<file path="src/rtl/led_pattern_ctrl.sv">
`default_nettype none
// ============================================================================
//  Module   : led_pattern_ctrl
//  Purpose  : Step-pattern sequencer for four active-low on-board LEDs.
//             Two active-low pushbuttons cycle through four patterns (mode)
//             and four step rates (speed). Contains its own base-tick
//             prescaler and a per-key synchroniser/debouncer.
//  Revision : 1.0 - initial release
// ----------------------------------------------------------------------------
//  Ports
//    FPGA_CLK   in   1  system clock, rising edge
//    RST_N      in   1  synchronous active-low reset
//    KEY_MODE   in   1  raw pushbutton (active-low, asynchronous)
//    KEY_SPEED  in   1  raw pushbutton (active-low, asynchronous)
//    LED        out  4  registered LED drive, active-low (LED = ~pattern)
//    MODE       out  2  current pattern mode
//    SPEED      out  2  current step rate (steps every 8/4/2/1 base ticks)
//    STEP       out  1  one-cycle pulse in the cycle the pattern advances
// ============================================================================
module led_pattern_ctrl #(
    parameter int BASE_DIV     = 6250000,
    parameter int DEBOUNCE_CYC = 1000000
) (
    input  logic       FPGA_CLK,
    input  logic       RST_N,
    input  logic       KEY_MODE,
    input  logic       KEY_SPEED,
    output logic [3:0] LED,
    output logic [1:0] MODE,
    output logic [1:0] SPEED,
    output logic       STEP
);

    localparam int PRE_W = $clog2(BASE_DIV);
    localparam int DB_W  = $clog2(DEBOUNCE_CYC);

    localparam logic [PRE_W-1:0] PRE_LAST = PRE_W'(BASE_DIV - 1);
    localparam logic [DB_W-1:0]  DB_LAST  = DB_W'(DEBOUNCE_CYC - 1);

    localparam logic [1:0] MODE_WATER  = 2'd0;
    localparam logic [1:0] MODE_FILL   = 2'd1;
    localparam logic [1:0] MODE_BLINK  = 2'd2;
    localparam logic [1:0] MODE_BOUNCE = 2'd3;

    localparam logic DIR_LEFT  = 1'b0;
    localparam logic DIR_RIGHT = 1'b1;

    // ------------------------------------------------------------------------
    // Button path
    // ------------------------------------------------------------------------
    logic [1:0] keys_raw;
    logic [1:0] press;      // [0] mode event, [1] speed event
    logic [1:0] boot;       // marks when the synchronisers carry real pin data

    assign keys_raw = {KEY_SPEED, KEY_MODE};

    always_ff @(posedge FPGA_CLK) begin
        if (!RST_N) begin
            boot <= 2'b00;
        end else begin
            boot <= {boot[0], 1'b1};
        end
    end

    generate
        for (genvar k = 0; k < 2; k++) begin : g_key
            logic            sync_a;
            logic            sync_b;
            logic            level;
            logic            level_d;
            logic            armed;
            logic            event_q;
            logic [DB_W-1:0] db_cnt;

            always_ff @(posedge FPGA_CLK) begin
                if (!RST_N) begin
                    sync_a  <= 1'b1;
                    sync_b  <= 1'b1;
                    level   <= 1'b1;
                    level_d <= 1'b1;
                    armed   <= 1'b0;
                    event_q <= 1'b0;
                    db_cnt  <= '0;
                end else begin
                    sync_a  <= keys_raw[k];
                    sync_b  <= sync_a;
                    level_d <= level;

                    if (sync_b == level) begin
                        db_cnt <= '0;
                    end else if (db_cnt == DB_LAST) begin
                        level  <= sync_b;
                        db_cnt <= '0;
                    end else begin
                        db_cnt <= db_cnt + DB_W'(1);
                    end

                    // A key already held through reset must be seen released
                    // before it can produce a press; arming waits until the
                    // synchronised pin (not the reset value) reads released.
                    armed   <= armed | (boot[1] & sync_b & level);
                    event_q <= armed & level_d & ~level;
                end
            end

            assign press[k] = event_q;
        end
    endgenerate

    // ------------------------------------------------------------------------
    // Sequencer: state register / next-state / outputs
    // ------------------------------------------------------------------------
    logic [1:0]       mode_q,  mode_n;
    logic [1:0]       speed_q, speed_n;
    logic [3:0]       pat_q,   pat_n;
    logic             dir_q,   dir_n;
    logic [PRE_W-1:0] pre_q,   pre_n;
    logic [2:0]       stp_q,   stp_n;
    logic [3:0]       led_q,   led_n;
    logic             step_q,  step_n;

    logic             tick;
    logic             step_fire;
    logic             any_ev;
    logic [2:0]       step_last;

    function automatic logic [3:0] init_pat(input logic [1:0] m);
        case (m)
            MODE_WATER:  init_pat = 4'b0001;
            MODE_FILL:   init_pat = 4'b0000;
            MODE_BLINK:  init_pat = 4'b1111;
            default:     init_pat = 4'b0001;
        endcase
    endfunction

    always_ff @(posedge FPGA_CLK) begin
        if (!RST_N) begin
            mode_q  <= MODE_WATER;
            speed_q <= 2'd0;
            pat_q   <= 4'b0001;
            dir_q   <= DIR_LEFT;
            pre_q   <= '0;
            stp_q   <= 3'd0;
            led_q   <= 4'b1110;
            step_q  <= 1'b0;
        end else begin
            mode_q  <= mode_n;
            speed_q <= speed_n;
            pat_q   <= pat_n;
            dir_q   <= dir_n;
            pre_q   <= pre_n;
            stp_q   <= stp_n;
            led_q   <= led_n;
            step_q  <= step_n;
        end
    end

    always_comb begin
        mode_n    = mode_q;
        speed_n   = speed_q;
        pat_n     = pat_q;
        dir_n     = dir_q;
        pre_n     = pre_q + PRE_W'(1);
        stp_n     = stp_q;
        any_ev    = press[0] | press[1];
        tick      = (pre_q == PRE_LAST);
        step_last = 3'd7 >> speed_q;        // (8 >> SPEED) - 1
        step_fire = tick && (stp_q == step_last);

        if (tick) begin
            pre_n = '0;
            stp_n = step_fire ? 3'd0 : stp_q + 3'd1;
        end

        // Any button event restarts the rate timing from zero.
        if (any_ev) begin
            pre_n = '0;
            stp_n = 3'd0;
        end

        if (press[1]) begin
            speed_n = speed_q + 2'd1;
        end

        if (press[0]) begin
            mode_n = mode_q + 2'd1;
            pat_n  = init_pat(mode_q + 2'd1);
            dir_n  = DIR_LEFT;
        end else if (step_fire && !press[1]) begin
            case (mode_q)
                MODE_WATER: pat_n = {pat_q[2:0], pat_q[3]};
                MODE_FILL: begin
                    case (pat_q)
                        4'b0000: pat_n = 4'b0001;
                        4'b0001: pat_n = 4'b0011;
                        4'b0011: pat_n = 4'b0111;
                        4'b0111: pat_n = 4'b1111;
                        default: pat_n = 4'b0000;
                    endcase
                end
                MODE_BLINK: pat_n = ~pat_q;
                default: begin
                    if (dir_q == DIR_LEFT) begin
                        if (pat_q == 4'b1000) begin
                            pat_n = 4'b0100;
                            dir_n = DIR_RIGHT;
                        end else begin
                            pat_n = {pat_q[2:0], 1'b0};
                        end
                    end else begin
                        if (pat_q == 4'b0001) begin
                            pat_n = 4'b0010;
                            dir_n = DIR_LEFT;
                        end else begin
                            pat_n = {1'b0, pat_q[3:1]};
                        end
                    end
                end
            endcase
        end
    end

    always_comb begin
        led_n  = ~pat_n;
        step_n = step_fire & ~any_ev;
    end

    assign LED   = led_q;
    assign MODE  = mode_q;
    assign SPEED = speed_q;
    assign STEP  = step_q;

endmodule
`default_nettype wire
</file>
<file path="config.mk">
export PLATFORM = sky130hd
export DESIGN_NAME = led_pattern_ctrl
export DESIGN_NICKNAME = d
export VERILOG_FILES = /design/src/rtl/led_pattern_ctrl.sv
export SDC_FILE = /design/constraint.sdc
export NUM_CORES = 1
export LEC_CHECK = 0
export ABC_AREA = 1
export CAP_MARGIN = 5
export CELL_PAD_IN_SITES_DETAIL_PLACEMENT = 2
export CELL_PAD_IN_SITES_GLOBAL_PLACEMENT = 2
export CORE_ASPECT_RATIO = 1.2
export CORE_MARGIN = 2
export CORE_UTILIZATION = 30
export DETAILED_ROUTE_END_ITERATION = 6
export PLACE_DENSITY = 0.76
export SYNTH_ARGS = -nofsm -noshare
export SYNTH_HDL_FRONTEND = slang
export SYNTH_SLANG_ARGS = --single-unit
</file>
<file path="constraint.sdc">
create_clock -name FPGA_CLK -period 2.5 [get_ports FPGA_CLK]
set_clock_uncertainty 0.15 [all_clocks]
set_input_delay 0.375 -clock FPGA_CLK [delete_from_list [all_inputs] [get_ports FPGA_CLK]]
set_output_delay 0.375 -clock FPGA_CLK [all_outputs]
set_load 0.02 [all_outputs]
</file>
### Word-level counts from Yosys, hierarchy flattened

Cells that the tools add are included.
W data, S select, Z words.

* bits of input ports: 4
* output and inout port bits: 9
* word-level logic and storage cells: 93
* flip-flop bits (word level): 94

* bitwise gates (word level): 21
* shift-type cells: 1
* reduce and logical (&&, ||, !) cells: 14
* add/sub/neg operators: 6
* equal/unequal tests: 14
* muxes and demuxes: 13

Operators with widths (number)
* $add A20 B1 Y20 const B: 2
* $eq A20 B20 Y1 const B: 2
* $add A23 B1 Y23 const B: 1
* $eq A23 B23 Y1 const B: 1
* $mux W4: 4
* $pmux W4 S4: 1
* $pmux W4 S3: 1
* $reduce_or A3 Y1: 4
* $and A1 B1 Y1: 9
* $not A4 Y4: 2
* $pmux W4 S2: 1
* $not A1 Y1: 7
* $mux W3: 2
* $reduce_and A2 Y1: 3
* $add A2 B1 Y2 const B: 2
* $eq A2 B1 Y1 const B: 2
* $eq A2 B2 Y1 const B: 2
* $eq A4 B1 Y1 const B: 1
* $eq A4 B2 Y1 const B: 1
* $eq A4 B3 Y1 const B: 1
* $eq A4 B4 Y1 const B: 1
* $logic_not A4 Y1: 1
* $mux W1: 4
* $reduce_or A2 Y1: 2
* other kinds (8): 12

### Longest topological paths before layout

* depth after elaboration: 7
* depth in mapped cells: 12

### Worst setup path after synthesis

OpenSTA, ideal clock, no wires.

* path kind: register -> register
* start point: register speed_q[1] (netlist: SPEED[1])
* end point: register (tool-made name)
* arrival: 1.500 ns
* stages on the path, launching flop included: 10
* setup time: 0.109 ns
* path buffers: 0
* setup slack: 0.741 ns
* cell sequence: dfxtp_1 inv_1 ha_1 xor2_1 nor2_1 nand4_1 nand2_1 nand3_1 nand2_1 inv_2

RTL lines
* from (decl): line 114 `logic [1:0] speed_q, speed_n;`
* from (signal assigned): line 148 `speed_q <= speed_n;`

### Final worst setup path

* start point: register g_key[0].db_cnt[0]
* end point: register g_key[0].db_cnt[18]

* word-level cells in the longest chain between the ends: 2
* elaborated cells on any way between the ends: 3
* classes of those cells: add/sub (1); eq/ne (1); reduce/logical (1)

Ends and longest elaborated chain
* from (decl): line 73 `logic [DB_W-1:0] db_cnt;`
* from (signal assigned): line 95 `db_cnt <= db_cnt + DB_W'(1);`
* parallel branches: the longest is 2 deep, another holds $add A20 B1 Y20

Parallel ways; which one is timed is not known.
A chain may end at the register's enable or synchronous reset.

==> impl_metrics.tcl <==
set metrics [dict create \
    dp_hpwl_um 9070 \
    finalHoldViolations 0 \
    worstMarginPinSlew_ps 502 \
    grt_pass1_wl_um 21400 \
    peakVddDrop_uv 251 \
    row_count 49 \
    setup_violations 0 \
    wirelength_um 11900 \
    drtAntennaViolNets 0 \
    io_pins 13 \
    routedWlPerCell_um 13.9 \
    holdWs_ps 267 \
    drc 0 \
    cts.htree.levels 3 \
    num_vias 4047 \
    drtIter0Drc 133 \
    cts_setup_buffers 0 \
    critPathLaunchType "flop" \
    cts_hold_buf 0 \
    grt-ovfl-total 0 \
    final_common_cell "nand2_1" \
    track_usage 0.163 \
    grt_pass1_vias 4584 \
    routed_via_density 4.74 \
    endpoint_kind "flop" \
    die_h_um 138 \
    start_util 0.303 \
    fin_ws_ps 395 \
    fp.dieW_um 116 \
    path_max_fanout 18 \
    yosysSeqAreaShare 0.418 \
    io_buffers 12 \
    syn-cell-area_mm2 0.00450 \
    rsz0062_at_grt "no" \
    drive_gt1_frac 0.0863 \
    grt_start_max_net_pins 24 \
    cts_resized 0 \
    critical_path_arrival_ps 2190 \
    antenna_cells 0 \
    synth_ff_type "dfxtp_1" \
    finalSetupTns_ps 0 \
    cts_tree "built" \
    synthArstFlopShare 0 \
    syn_avg_cell_area_um2 7.19 \
    holdCritPathClass "flop to flop" \
    min_period_ps 2110 \
    die_area_mm2 0.0160 \
    required_ps 2590 \
    ys_warn_count 0 \
    cts_buffer_depth 2 \
    final_util 0.345 \
    clk_latency_ps 350 \
    pre_cts_ws_ps 231 \
    path_clk_slew_ps 70 \
    min_period_over_period 0.842 \
    synthToLayoutAreaGrowth_pct 13.9 \
    synth_edf_count 0 \
    synth.distinct_cells 35 \
    synth_seq_cells 94 \
    cts_buffers 9 \
    antenna_found_initial 0 \
    p_leak_nw 1.89 \
    coreArea_mm2 0.0148 \
    final_cell_mix "nand2_1, nor2_1, dfxtp_1, inv_1, a21oi_1" \
    status "completed" \
    max_slew_margin 0.664 \
    power_density_mw_per_mm2 562 \
    drv_slew 0 \
    drt_pass1_iterations 4 \
    critPathMaxStageDelay_ps 370 \
    netlist_instances 626 \
    cts.sinks 94 \
    gp_congestion 0.748 \
    synth_fp_nets 641 \
    path_cells "ha_1 > nand3_2 > nor3_1 > nand4_1 > nand2_2 > inv_1 > o21ai_0 > nor2_1" \
    slowest_stage "dfxtp_1" \
    power.total_mw 2.88 \
    cap_violations 0 \
    cts-root-buf "clkbuf_16" \
    max_freq_ghz 0.475 \
    crit_type "flop to flop" \
    fin_nets 659 \
]
worst max-delay path, delay by kind of cell (launching register included):
kind	cells	cell delay (ps)
adder cells (fa/ha/maj)	1	220
AO/OA/AOI/OAI	1	100
flip-flops	1	370
buffers and inverters	1	130
AND/OR/NAND/NOR	5	1020
flip-flops by register name, indices dropped and copies added, names as in the netlist, 2 cells and up, named ones only:
register and count:
g_key.sync_a 2, g_key.db_cnt 40, g_key.level_d 2, stp_q 3, g_key.armed 2, boot 2
pre_q 23, MODE 2, g_key.level 2, SPEED 2, LED 4, pat_q 2
g_key.event_q 2, g_key.sync_b 2
layer usage:
metal	GRT usage	share of wire	up-vias
li1	-	-	2027
met1	0.195	0.44	1974
met2	0.292	0.53	27
met3	0.0224	0.011	19
met4	0.0583	0.021	0
met5	0	0	-
Yosys cell counts, drive strengths merged, types with 11 or more instances:
cell type / count / area share
a21oi: 34 / 0.038
dfxtp: 94 / 0.42
ha: 11 / 0.031
inv: 86 / 0.072
nand2: 135 / 0.12
nand3: 36 / 0.046
nand4: 13 / 0.018
nor2: 108 / 0.10
nor3: 26 / 0.031
nor3b: 11 / 0.019
o21ai: 19 / 0.021
or2: 12 / 0.017
xor2: 11 / 0.021
path summary, 6_finish.rpt:
kind / from / to / slack, ps / cells past startpoint
hold reg to reg: g_key[0].sync_a$_SDFF_PN1_ / g_key[0].sync_b$_SDFF_PN1_ / 270 / 1
setup reg to reg: g_key[0].db_cnt[0]$_SDFF_PP0_ / g_key[0].db_cnt[18]$_SDFF_PP0_ / 390 / 8
hold / removal: g_key[0].sync_a$_SDFF_PN1_ / g_key[0].sync_b$_SDFF_PN1_ / 270 / 1
setup / recovery: g_key[0].db_cnt[0]$_SDFF_PP0_ / g_key[0].db_cnt[18]$_SDFF_PP0_ / 390 / 8
kinds of logic after synthesis:
| group | share of synthesized area |
|---|---|
| and+or+nand+nor | 0.361 |
| buffers and inverters | 0.0817 |
| DFF | 0.418 |
| xor gates and xnor gates | 0.0350 |
| adders and majority gates | 0.0306 |
| AOI/OAI and AO/OA | 0.0731 |
per-stage QoR:
stage          cells  area (um^2)
2_1_floorplan    626         4500
3_3_place_gp     837         4850
3_5_place_dp     837         4850
4_1_cts          853         5120
5_1_grt          853         5120
6_report         853         5120
power by group:
| group | leakage, nW | internal [mW] | switching, mW |
|---|---|---|---|
| Sequential | 0.760 | 1.51 | 0.00679 |
| Clock | 0.129 | 0.707 | 0.607 |
| Combinational | 1.00 | 0.0172 | 0.0334 |
| Total | 1.89 | 2.23 | 0.647 |
layout make-up:
type / count / area [um^2]
well taps: 204 / 255
fillers: 1773 / 9710
inverters: 86 / 323
clock inverters: 4 / 32.5
repair buffers: 14 / 135
clock buffers: 12 / 246
flip-flops and latches: 94 / 1880
multi-input cells: 439 / 2250
Power figures use the tool's default switching activity.
